<file path="src/rtl/mips_multicycle_ctrl_if.sv">
// Control/status bundle between the multi-cycle controller and its datapath.
interface mips_multicycle_ctrl_if;
  logic [5:0] opcode;
  logic [5:0] func;
  logic       zero;
  logic       mem_ready;
  logic       pc_en;
  logic       iord;
  logic       mem_read;
  logic       mem_write;
  logic       ir_write;
  logic       reg_write;
  logic [1:0] reg_dst;
  logic [1:0] mem_to_reg;
  logic       alu_src_a;
  logic [1:0] alu_src_b;
  logic [1:0] alu_op;
  logic [1:0] pc_source;
  logic       retire;
  logic       trap;
  logic [1:0] trap_cause;
  logic [3:0] state;

  // Controller side
  modport master (
    input  opcode, func, zero, mem_ready,
    output pc_en, iord, mem_read, mem_write, ir_write, reg_write, reg_dst,
           mem_to_reg, alu_src_a, alu_src_b, alu_op, pc_source, retire,
           trap, trap_cause, state
  );

  // Datapath side
  modport slave (
    output opcode, func, zero, mem_ready,
    input  pc_en, iord, mem_read, mem_write, ir_write, reg_write, reg_dst,
           mem_to_reg, alu_src_a, alu_src_b, alu_op, pc_source, retire,
           trap, trap_cause, state
  );
endinterface

</file>
<file path="src/rtl/mips_multicycle_ctrl.sv">
// Multi-cycle MIPS control FSM with memory-ready handshake, timeout and trap.
module mips_multicycle_ctrl #(
  parameter int unsigned MEM_HANDSHAKE = 1,
  parameter int unsigned MEM_TIMEOUT   = 16
) (
  input logic                    clock,
  input logic                    reset_n,
  mips_multicycle_ctrl_if.master bus
);

  localparam int unsigned CNT_W = (MEM_TIMEOUT > 0) ? $clog2(MEM_TIMEOUT + 1) : 1;
  localparam logic [CNT_W-1:0] CNT_LAST = CNT_W'((MEM_TIMEOUT > 0) ? MEM_TIMEOUT - 1 : 0);
  localparam logic HS_EN = (MEM_HANDSHAKE != 0);
  localparam logic TO_EN = (MEM_HANDSHAKE != 0) && (MEM_TIMEOUT != 0);

  localparam logic [3:0] S_FETCH    = 4'd0;
  localparam logic [3:0] S_DECODE   = 4'd1;
  localparam logic [3:0] S_MEM_ADDR = 4'd2;
  localparam logic [3:0] S_MEM_RD   = 4'd3;
  localparam logic [3:0] S_MEM_WB   = 4'd4;
  localparam logic [3:0] S_MEM_WR   = 4'd5;
  localparam logic [3:0] S_R_EXEC   = 4'd6;
  localparam logic [3:0] S_R_WB     = 4'd7;
  localparam logic [3:0] S_I_EXEC   = 4'd8;
  localparam logic [3:0] S_I_WB     = 4'd9;
  localparam logic [3:0] S_BRANCH   = 4'd10;
  localparam logic [3:0] S_JUMP     = 4'd11;
  localparam logic [3:0] S_JR       = 4'd12;
  localparam logic [3:0] S_TRAP     = 4'd13;

  localparam logic [5:0] OP_RTYPE = 6'b000000;
  localparam logic [5:0] OP_LW    = 6'b100011;
  localparam logic [5:0] OP_SW    = 6'b101011;
  localparam logic [5:0] OP_ADDI  = 6'b001000;
  localparam logic [5:0] OP_ANDI  = 6'b001100;
  localparam logic [5:0] OP_BEQ   = 6'b000100;
  localparam logic [5:0] OP_J     = 6'b000010;
  localparam logic [5:0] OP_JAL   = 6'b000011;

  localparam logic [5:0] FN_JR  = 6'b001000;
  localparam logic [5:0] FN_ADD = 6'b100000;
  localparam logic [5:0] FN_AND = 6'b100100;
  localparam logic [5:0] FN_NOR = 6'b100111;
  localparam logic [5:0] FN_SLT = 6'b101010;
  localparam logic [5:0] FN_SLL = 6'b000000;

  localparam logic [1:0] CAUSE_ILLEGAL = 2'b01;
  localparam logic [1:0] CAUSE_BUS     = 2'b10;

  logic [3:0]       state_q, state_d;
  logic [CNT_W-1:0] cnt_q, cnt_d;
  logic [1:0]       cause_q, cause_d;
  logic             ready, in_wait, timeout_hit;

  logic       pc_en, iord, mem_read, mem_write, ir_write, reg_write;
  logic [1:0] reg_dst, mem_to_reg, alu_src_b, alu_op, pc_source;
  logic       alu_src_a, retire, trap;

  assign ready       = bus.mem_ready | ~HS_EN;
  assign in_wait     = (state_q == S_FETCH) || (state_q == S_MEM_RD) || (state_q == S_MEM_WR);
  assign timeout_hit = TO_EN && !ready && (cnt_q == CNT_LAST);

  // State, wait counter and trap cause registers
  always_ff @(posedge clock or negedge reset_n) begin
    if (!reset_n) begin
      state_q <= S_FETCH;
      cnt_q   <= '0;
      cause_q <= 2'b00;
    end else begin
      state_q <= state_d;
      cnt_q   <= cnt_d;
      cause_q <= cause_d;
    end
  end

  // Next-state, wait counter and control decode
  always_comb begin
    state_d    = state_q;
    cause_d    = cause_q;
    pc_en      = 1'b0;
    iord       = 1'b0;
    mem_read   = 1'b0;
    mem_write  = 1'b0;
    ir_write   = 1'b0;
    reg_write  = 1'b0;
    reg_dst    = 2'b00;
    mem_to_reg = 2'b00;
    alu_src_a  = 1'b0;
    alu_src_b  = 2'b00;
    alu_op     = 2'b00;
    pc_source  = 2'b00;
    retire     = 1'b0;
    trap       = 1'b0;

    case (state_q)
      S_FETCH: begin
        mem_read  = 1'b1;
        alu_src_b = 2'b01;
        if (ready) begin
          ir_write = 1'b1;
          pc_en    = 1'b1;
          state_d  = S_DECODE;
        end else if (timeout_hit) begin
          state_d = S_TRAP;
          cause_d = CAUSE_BUS;
        end
      end
      S_DECODE: begin
        alu_src_b = 2'b11;
        state_d   = S_TRAP;
        cause_d   = CAUSE_ILLEGAL;
        case (bus.opcode)
          OP_LW, OP_SW: begin state_d = S_MEM_ADDR; cause_d = cause_q; end
          OP_ADDI, OP_ANDI: begin state_d = S_I_EXEC; cause_d = cause_q; end
          OP_BEQ: begin state_d = S_BRANCH; cause_d = cause_q; end
          OP_J, OP_JAL: begin state_d = S_JUMP; cause_d = cause_q; end
          OP_RTYPE: begin
            if (bus.func == FN_JR) begin
              state_d = S_JR;
              cause_d = cause_q;
            end else if (bus.func inside {FN_ADD, FN_AND, FN_NOR, FN_SLT, FN_SLL}) begin
              state_d = S_R_EXEC;
              cause_d = cause_q;
            end
          end
          default: ;
        endcase
      end
      S_MEM_ADDR: begin
        alu_src_a = 1'b1;
        alu_src_b = 2'b10;
        state_d   = (bus.opcode == OP_LW) ? S_MEM_RD : S_MEM_WR;
      end
      S_MEM_RD: begin
        mem_read = 1'b1;
        iord     = 1'b1;
        if (ready) begin
          state_d = S_MEM_WB;
        end else if (timeout_hit) begin
          state_d = S_TRAP;
          cause_d = CAUSE_BUS;
        end
      end
      S_MEM_WB: begin
        reg_write  = 1'b1;
        mem_to_reg = 2'b01;
        retire     = 1'b1;
        state_d    = S_FETCH;
      end
      S_MEM_WR: begin
        mem_write = 1'b1;
        iord      = 1'b1;
        if (ready) begin
          retire  = 1'b1;
          state_d = S_FETCH;
        end else if (timeout_hit) begin
          state_d = S_TRAP;
          cause_d = CAUSE_BUS;
        end
      end
      S_R_EXEC: begin
        alu_src_a = 1'b1;
        alu_op    = 2'b10;
        state_d   = S_R_WB;
      end
      S_R_WB: begin
        reg_write = 1'b1;
        reg_dst   = 2'b01;
        retire    = 1'b1;
        state_d   = S_FETCH;
      end
      S_I_EXEC: begin
        alu_src_a = 1'b1;
        alu_src_b = 2'b10;
        alu_op    = (bus.opcode == OP_ANDI) ? 2'b11 : 2'b00;
        state_d   = S_I_WB;
      end
      S_I_WB: begin
        reg_write = 1'b1;
        retire    = 1'b1;
        state_d   = S_FETCH;
      end
      S_BRANCH: begin
        alu_src_a = 1'b1;
        alu_op    = 2'b01;
        pc_source = 2'b01;
        pc_en     = bus.zero;
        retire    = 1'b1;
        state_d   = S_FETCH;
      end
      S_JUMP: begin
        pc_source = 2'b10;
        pc_en     = 1'b1;
        retire    = 1'b1;
        state_d   = S_FETCH;
        if (bus.opcode == OP_JAL) begin
          reg_write  = 1'b1;
          reg_dst    = 2'b10;
          mem_to_reg = 2'b10;
        end
      end
      S_JR: begin
        pc_source = 2'b11;
        pc_en     = 1'b1;
        retire    = 1'b1;
        state_d   = S_FETCH;
      end
      S_TRAP: trap = 1'b1;
      default: state_d = S_FETCH;
    endcase

    // Counter runs only while lingering in a memory wait state
    cnt_d = (in_wait && !ready && (state_d == state_q)) ? cnt_q + CNT_W'(1) : '0;
  end

  // Everything reads as zero while reset is held
  assign bus.pc_en      = reset_n & pc_en;
  assign bus.iord       = reset_n & iord;
  assign bus.mem_read   = reset_n & mem_read;
  assign bus.mem_write  = reset_n & mem_write;
  assign bus.ir_write   = reset_n & ir_write;
  assign bus.reg_write  = reset_n & reg_write;
  assign bus.reg_dst    = reset_n ? reg_dst : 2'b00;
  assign bus.mem_to_reg = reset_n ? mem_to_reg : 2'b00;
  assign bus.alu_src_a  = reset_n & alu_src_a;
  assign bus.alu_src_b  = reset_n ? alu_src_b : 2'b00;
  assign bus.alu_op     = reset_n ? alu_op : 2'b00;
  assign bus.pc_source  = reset_n ? pc_source : 2'b00;
  assign bus.retire     = reset_n & retire;
  assign bus.trap       = reset_n & trap;
  assign bus.trap_cause = reset_n ? cause_q : 2'b00;
  assign bus.state      = reset_n ? state_q : 4'd0;

endmodule

</file>
<file path="src/flat_wrapper.sv">
// flat-port wrapper written by rule: the top's interface ports become plain ports
module mips_multicycle_ctrl_flat 
#(
  parameter int unsigned MEM_HANDSHAKE = 1,
  parameter int unsigned MEM_TIMEOUT   = 16
)
  (clock, reset_n, bus_opcode, bus_func, bus_zero, bus_mem_ready, bus_pc_en, bus_iord, bus_mem_read, bus_mem_write, bus_ir_write, bus_reg_write, bus_reg_dst, bus_mem_to_reg, bus_alu_src_a, bus_alu_src_b, bus_alu_op, bus_pc_source, bus_retire, bus_trap, bus_trap_cause, bus_state);
  mips_multicycle_ctrl_if bus_i ();
  input logic clock;
  input logic reset_n;
  input wire logic [$bits(bus_i.opcode)-1:0] bus_opcode;
  input wire logic [$bits(bus_i.func)-1:0] bus_func;
  input wire logic [$bits(bus_i.zero)-1:0] bus_zero;
  input wire logic [$bits(bus_i.mem_ready)-1:0] bus_mem_ready;
  output wire logic [$bits(bus_i.pc_en)-1:0] bus_pc_en;
  output wire logic [$bits(bus_i.iord)-1:0] bus_iord;
  output wire logic [$bits(bus_i.mem_read)-1:0] bus_mem_read;
  output wire logic [$bits(bus_i.mem_write)-1:0] bus_mem_write;
  output wire logic [$bits(bus_i.ir_write)-1:0] bus_ir_write;
  output wire logic [$bits(bus_i.reg_write)-1:0] bus_reg_write;
  output wire logic [$bits(bus_i.reg_dst)-1:0] bus_reg_dst;
  output wire logic [$bits(bus_i.mem_to_reg)-1:0] bus_mem_to_reg;
  output wire logic [$bits(bus_i.alu_src_a)-1:0] bus_alu_src_a;
  output wire logic [$bits(bus_i.alu_src_b)-1:0] bus_alu_src_b;
  output wire logic [$bits(bus_i.alu_op)-1:0] bus_alu_op;
  output wire logic [$bits(bus_i.pc_source)-1:0] bus_pc_source;
  output wire logic [$bits(bus_i.retire)-1:0] bus_retire;
  output wire logic [$bits(bus_i.trap)-1:0] bus_trap;
  output wire logic [$bits(bus_i.trap_cause)-1:0] bus_trap_cause;
  output wire logic [$bits(bus_i.state)-1:0] bus_state;
  assign bus_i.opcode = bus_opcode;
  assign bus_i.func = bus_func;
  assign bus_i.zero = bus_zero;
  assign bus_i.mem_ready = bus_mem_ready;
  assign bus_pc_en = bus_i.pc_en;
  assign bus_iord = bus_i.iord;
  assign bus_mem_read = bus_i.mem_read;
  assign bus_mem_write = bus_i.mem_write;
  assign bus_ir_write = bus_i.ir_write;
  assign bus_reg_write = bus_i.reg_write;
  assign bus_reg_dst = bus_i.reg_dst;
  assign bus_mem_to_reg = bus_i.mem_to_reg;
  assign bus_alu_src_a = bus_i.alu_src_a;
  assign bus_alu_src_b = bus_i.alu_src_b;
  assign bus_alu_op = bus_i.alu_op;
  assign bus_pc_source = bus_i.pc_source;
  assign bus_retire = bus_i.retire;
  assign bus_trap = bus_i.trap;
  assign bus_trap_cause = bus_i.trap_cause;
  assign bus_state = bus_i.state;
  mips_multicycle_ctrl #(.MEM_HANDSHAKE(MEM_HANDSHAKE), .MEM_TIMEOUT(MEM_TIMEOUT)) u_core (.clock(clock), .reset_n(reset_n), .bus(bus_i));
endmodule
</file>
<file path="config.mk">
export PLATFORM = sky130hd
export DESIGN_NAME = mips_multicycle_ctrl_flat
export DESIGN_NICKNAME = d
export VERILOG_FILES = /design/src/rtl/mips_multicycle_ctrl_if.sv /design/src/rtl/mips_multicycle_ctrl.sv /design/src/flat_wrapper.sv
export SDC_FILE = /design/constraint.sdc
export NUM_CORES = 1
export LEC_CHECK = 0
export ABC_AREA = 1
export CAP_MARGIN = 25
export CORE_ASPECT_RATIO = 0.5
export CORE_MARGIN = 1
export CORE_UTILIZATION = 41
export DETAILED_ROUTE_END_ITERATION = 6
export PLACE_DENSITY = 0.82
export SYNTH_ARGS = -nofsm -noshare
export SYNTH_HDL_FRONTEND = slang
export SYNTH_SLANG_ARGS = --single-unit
export TNS_END_PERCENT = 20
</file>
<file path="constraint.sdc">
create_clock -name clock -period 1.6 [get_ports clock]
set_input_delay 0.32 -clock clock [delete_from_list [all_inputs] [get_ports clock]]
set_output_delay 0.32 -clock clock [all_outputs]
set_load 0.05 [all_outputs]
</file>
==> results of run 1 <==
-- through the flow --
| step | area, um^2 | utilization, % |
|---|---|---|
| floorplan | 1411 | - |
| global placement | 2511 | 95.30 |
| detailed placement | 2511 | 95.30 |
-- cells by family after synthesis --
group | Yosys count | share of synthesized area, %
simple gates | 118 | 49.09
buf+inv | 38 | 12.92
compound gates | 20 | 10.66
flops | 11 | 23.68
xor+xnor | 2 | 1.507
fa+ha+maj | 2 | 2.153
-- synthesized netlist by cell type (2+ instances only) --
| library cell | instances | area share, % |
|---|---|---|
| sky130_fd_sc_hd__nor2_1 | 41 | 13 |
| sky130_fd_sc_hd__nand2_1 | 36 | 12 |
| sky130_fd_sc_hd__inv_1 | 31 | 10 |
| sky130_fd_sc_hd__nand3_1 | 12 | 5.2 |
| sky130_fd_sc_hd__dfrtp_1 | 11 | 24 |
| sky130_fd_sc_hd__a21oi_1 | 7 | 3.0 |
| sky130_fd_sc_hd__nor2_2 | 6 | 3.2 |
| sky130_fd_sc_hd__nand2_2 | 5 | 2.7 |
| sky130_fd_sc_hd__nor2_4 | 5 | 4.8 |
| sky130_fd_sc_hd__nor3_1 | 5 | 2.2 |
| sky130_fd_sc_hd__inv_2 | 4 | 1.3 |
| sky130_fd_sc_hd__a31oi_1 | 3 | 1.6 |
| sky130_fd_sc_hd__o211ai_1 | 3 | 1.9 |
| sky130_fd_sc_hd__clkbuf_1 | 2 | 0.65 |
| sky130_fd_sc_hd__ha_1 | 2 | 2.2 |
| sky130_fd_sc_hd__nand3b_1 | 2 | 1.3 |
| sky130_fd_sc_hd__nand4_1 | 2 | 1.1 |
| sky130_fd_sc_hd__o21ai_0 | 2 | 0.86 |
==> PnR_summary.wiki, run 1 <==
{| class="wikitable"
! Metric !! Value
|-
| Outcome || aborted with a tool error
|-
| Stage where the run ended || clock tree synthesis
|-
| First Err || [ERROR DPL-0038] Utilization greater than 100%, impossible to legalize
|-
| Sequential share of the synthesized area || 23.68%
|-
| Post-CTS resize count || 41
|-
| Detailed Place HPWL || slightly below 5 mm
|-
| Initial Utilization || 44.11%
|-
| Post-Place Worst Slack || -0.5071 ns
|-
| Floorplan die height || 39.65 um
|-
| Placer's final routability congestion estimate || 0.9285
|-
| TritonCTS buffer count || 3
|-
| Main synth FF type || sky130_fd_sc_hd__dfrtp_1
|-
| Post-Synthesis Cell Area || around 1200 um^2
|-
| Placed instance count || 322
|-
| Number of enable-type register cells in the synthesized netlist || 0
|-
| Maximum level of the CTS H-tree || 1
|-
| Post-Syn Instances || 191
|-
| Average cell area after synthesis || 6.086 um^2
|-
| Synth cell types || 30
|-
| Clock tree sinks || 11
|-
| Syn_nets || approximately 210
|-
| Setup repair bufs after CTS || 7
|-
| Post-cts hold buffer count || 0
|-
| Number of warning messages in the yosys log || 0
|-
| Cell at the root of the clock tree || sky130_fd_sc_hd__clkbuf_8
|-
| Die width || approximately 77 um
|-
| Share of async-settable or async-resettable flops after synthesis || 100.0%
|-
| Port Buffer Count || 40
|-
| Total number of placement rows || 13
|-
| CTS max path bufs || 2
|-
| Ports || 41
|-
| Synth Register Bits || 11
|}
==> inputs of run 2 (changes only) <==
- CORE_ASPECT_RATIO: 0.5 -> unset
- CORE_UTILIZATION: 41 -> 30
- PLACE_DENSITY: 0.82 -> unset
- PLACE_DENSITY_LB_ADDON: unset -> 0.15
- clock period: 1.6 -> 2.08 ns (I/O delays scaled with it)
==> run 2 against run 1 <==
Effect of this change:
- synthesized cell count is the same
- the flow now finishes without violations
- area after synthesis unchanged
==> PnR_summary.wiki, run 2 <==
{| class="wikitable"
! Metric !! Value
|-
| Outcome || finished, final reports clean
|-
| Total setup violations reported at the end of the flow || 0
|-
| Area of the die || 4127 um^2
|-
| Class of the tightest hold or removal check || input pin to async pin
|-
| Synth cell types || 30
|-
| Count of maximum capacitance violations || 0
|-
| Total number of placement rows || 22
|-
| Placed instance count || 297
|-
| Post-layout min period || 2.075 ns
|-
| Leakage power summed over all cells || around 1.0 nW
|-
| Unrepaired setup endpoints after global routing || yes
|-
| Initial antenna violation count || 0
|-
| Portion of total power attributed to combinational logic || 76.0%
|-
| Clock tree sinks || 11
|-
| Area added between synthesis and finish || 93.33%
|-
| Slowest cell on the critical path || sky130_fd_sc_hd__dfrtp_1
|-
| Average cell area after synthesis || 6.086 um^2
|-
| Max incr delay on CP || 0.37 ns
|-
| Reg power frac || 14.1%
|-
| Main synth FF type || sky130_fd_sc_hd__dfrtp_1
|-
| Power density relative to cell area || ~940 nW/um^2
|-
| Top flop regs || u_core.cnt_q: 5 flops, u_core.state_q: 4 flops, u_core.cause_q: 2 flops
|-
| Top cell type's share of synthesized area || 23.68%
|-
| Post-Synthesis Cell Area || between 1000 and 1500 um^2
|-
| Number of flip-flops under the largest register name || 5
|-
| Floorplan die height || between 60 and 70 um
|-
| Worst-Margin Slew || about 0.36 ns
|-
| Number of warning messages in the yosys log || 0
|-
| Kind of end point of the critical path || output port
|-
| TritonCTS buffer count || 3
|-
| Final-report hold violation count || 0
|-
| Hold Worst Slack || 0.3345 ns
|-
| Library cell occupying the most area in the post-synthesis netlist || sky130_fd_sc_hd__dfrtp_1
|-
| Class of the most critical setup path || flip-flop to output port
|-
| Ports || 41
|-
| Die width || 64.25 um
|-
| Port Buffer Count || 40
|-
| Largest net degree at the start of global routing || 17
|-
| Final ANT Viol Nets || 0
|-
| Final count of pins violating max slew || 0
|-
| Number of enable-type register cells in the synthesized netlist || 0
|-
| Period Utilization, post-route || between 90% and 100%
|-
| Critical Path, Cell by Cell || or2_4, buf_6, a21oi_2, a21oi_2, a31oi_2, buf_12
|-
| Tot GR Track Use || roughly 18%
|-
| Net Switching || slightly above 1 mW
|-
| Setup ws final || approximately 0.0054 ns
|-
| Clock Pin Slew Worst Setup and Hold Paths || 0.05 ns
|-
| Via density per instance || between 4 and 5
|-
| Initial Utilization || between 30% and 40%
|-
| Clock insertion delay at the later pin of the skew report || 0.23 ns
|-
| DRC || 0
|-
| Clock network power share || 9.9%
|-
| Timing-limited maximum frequency || around 480 MHz
|-
| Share of async-settable or async-resettable flops after synthesis || 100.0%
|-
| Antenna diode count || 0
|-
| Sequential share of the synthesized area || 23.68%
|-
| Syn_nets || approximately 210
|-
| Core Util, Final || 60.92%
|-
| Crit path required time || roughly 1.7 ns
|-
| Post-Place Worst Slack || -0.08573 ns
|-
| Initial DRC Count || 72
|-
| Commonest cells after routing, fill and taps aside || sky130_fd_sc_hd__nand2_1 (34), sky130_fd_sc_hd__nor2_1 (28), sky130_fd_sc_hd__inv_1 (27)
|-
| WL final || 3.341 mm
|-
| Layout cell share with drive strength beyond 1 || 41.86%
|-
| Leading post-synthesis cells by cell area || sky130_fd_sc_hd__dfrtp_1 (24%), sky130_fd_sc_hd__nor2_1 (13%), sky130_fd_sc_hd__nand2_1 (12%), sky130_fd_sc_hd__inv_1 (10%), sky130_fd_sc_hd__nand3_1 (5.2%)
|-
| Cell at the root of the clock tree || sky130_fd_sc_hd__clkbuf_8
|-
| Detailed Place HPWL || 2.772 mm
|-
| Global route total overflow || 0
|-
| CTS max path bufs || 2
|-
| Final standard cell count with taps included and fillers excluded || 306
|-
| Max-Slew Margin vs Limit || 76.23%
|-
| CTS tree || done
|-
| Worst supply voltage drop on vdd || 0.4307 mV
|-
| CORE AREA || 3689 um^2
|-
| Synth Register Bits || 11
|-
| Internal || between 1 and 1.5 mW
|-
| Number of nets in the final layout || 277
|-
| First-pass iteration count of the detailed router || 4
|-
| DR WL/cell || 10.92 um
|-
| Register ranked first by flip-flop count || u_core.cnt_q
|-
| Global-route wire length before repair || 5.954 mm
|-
| Setup Skew || 0.001692 ns
|-
| Via count || 1402
|-
| Cells on worst reg2reg path || 8
|-
| Library cell with the highest instance count after synthesis || sky130_fd_sc_hd__nor2_1
|-
| Worst Setup Start Kind || flip-flop
|-
| Placer's final routability congestion estimate || 0.9111
|-
| Maximum level of the CTS H-tree || 1
|-
| Crit Path Max Fanout || 4
|-
| Most frequent cells after synthesis || sky130_fd_sc_hd__nor2_1 (41), sky130_fd_sc_hd__nand2_1 (36), sky130_fd_sc_hd__inv_1 (31), sky130_fd_sc_hd__nand3_1 (12), sky130_fd_sc_hd__dfrtp_1 (11)
|-
| Switching part of the total || between 40% and 50%
|-
| Vias in the first global route || 1352
|-
| Post-Syn Instances || 191
|-
| Most common cell after layout, fill and taps aside || sky130_fd_sc_hd__nand2_1
|-
| Data arrival time of the worst path || 1.66 ns
|-
| CP dominant cell by count || sky130_fd_sc_hd__a21oi_2
|}
-- run 2: cells by family after synthesis --
family	count (synthesis)	share of synthesized area (%)
AOI/OAI and AO/OA	20	10.66
xor gates and xnor gates	2	1.507
adders and majority gates	2	2.153
buffers and inverters	38	12.92
DFF	11	23.68
and+or+nand+nor	118	49.09
-- run 2: power by group through the flow --
stage	clock network (mW)	logic, mW	registers [mW]
floorplan	0	0.834	0.294
global placement	0	1.42	0.289
detailed placement	0	1.43	0.289
CTS	0.215	1.47	0.288
global route	0.233	1.72	0.301
finish	0.209	1.60	0.297
-- run 2: final cells by class --
class                           count  area [um^2]
Clock buffer                        4        45.04
Fill cell                         341         1441
Inverter                           35        137.6
Multi-Input combinational cell    142        859.6
Sequential cell                    11        276.5
Tap cell                           48        60.06
Timing Repair Buffer               66        868.3
-- run 2: path summary, 6_finish.rpt --
kind                                    from                 to  slack (ns)
max                        u_core.state_q[1]         bus_retire       0.005
min                                  reset_n  u_core.state_q[2]        0.33
max reg2reg                  u_core.cnt_q[0]    u_core.cnt_q[2]        0.13
min reg2reg                  u_core.cnt_q[0]    u_core.cnt_q[0]        0.47
max in group asynchronous            reset_n  u_core.state_q[3]        1.54
min in group clock           u_core.cnt_q[0]    u_core.cnt_q[0]        0.47
-- run 2: per-stage QoR --
| step | area, um^2 | setup TNS, ns | total power [mW] |
|---|---|---|---|
| after floorplan | 1167 | -1.674 | 1.128 |
| after global placement | 2017 | -0.4588 | 1.713 |
| after detailed placement | 2017 | -0.6307 | 1.719 |
| after CTS | 2116 | -0.1203 | 1.976 |
| after global routing | 2247 | -0.3793 | 2.258 |
| final | 2247 | 0 | 2.105 |
-- run 2: timing repair --
item                       CTS  global route
resized for setup           11            31
hold buffers                 0             0
buffers inserted             1             4
setup endpoints to repair   10            19
pin swaps                    2             9
-- run 2: metal layers --
layer	routed length (um)	global-route usage, %
met1	1498	22.84
met2	1762	32.50
met3	80	2.143
met4	0	2.500
met5	0	0
-- run 2: critical path: cells and delay by family (launching register included) --
| family | cells | cell delay, ns |
|---|---|---|
| flip-flops | 1 | 0.37 |
| AND/OR/NAND/NOR | 1 | 0.28 |
| AO/OA/AOI/OAI | 3 | 0.47 |
| buffers and inverters | 2 | 0.31 |
No activity file was read; power rests on OpenSTA's default activity.
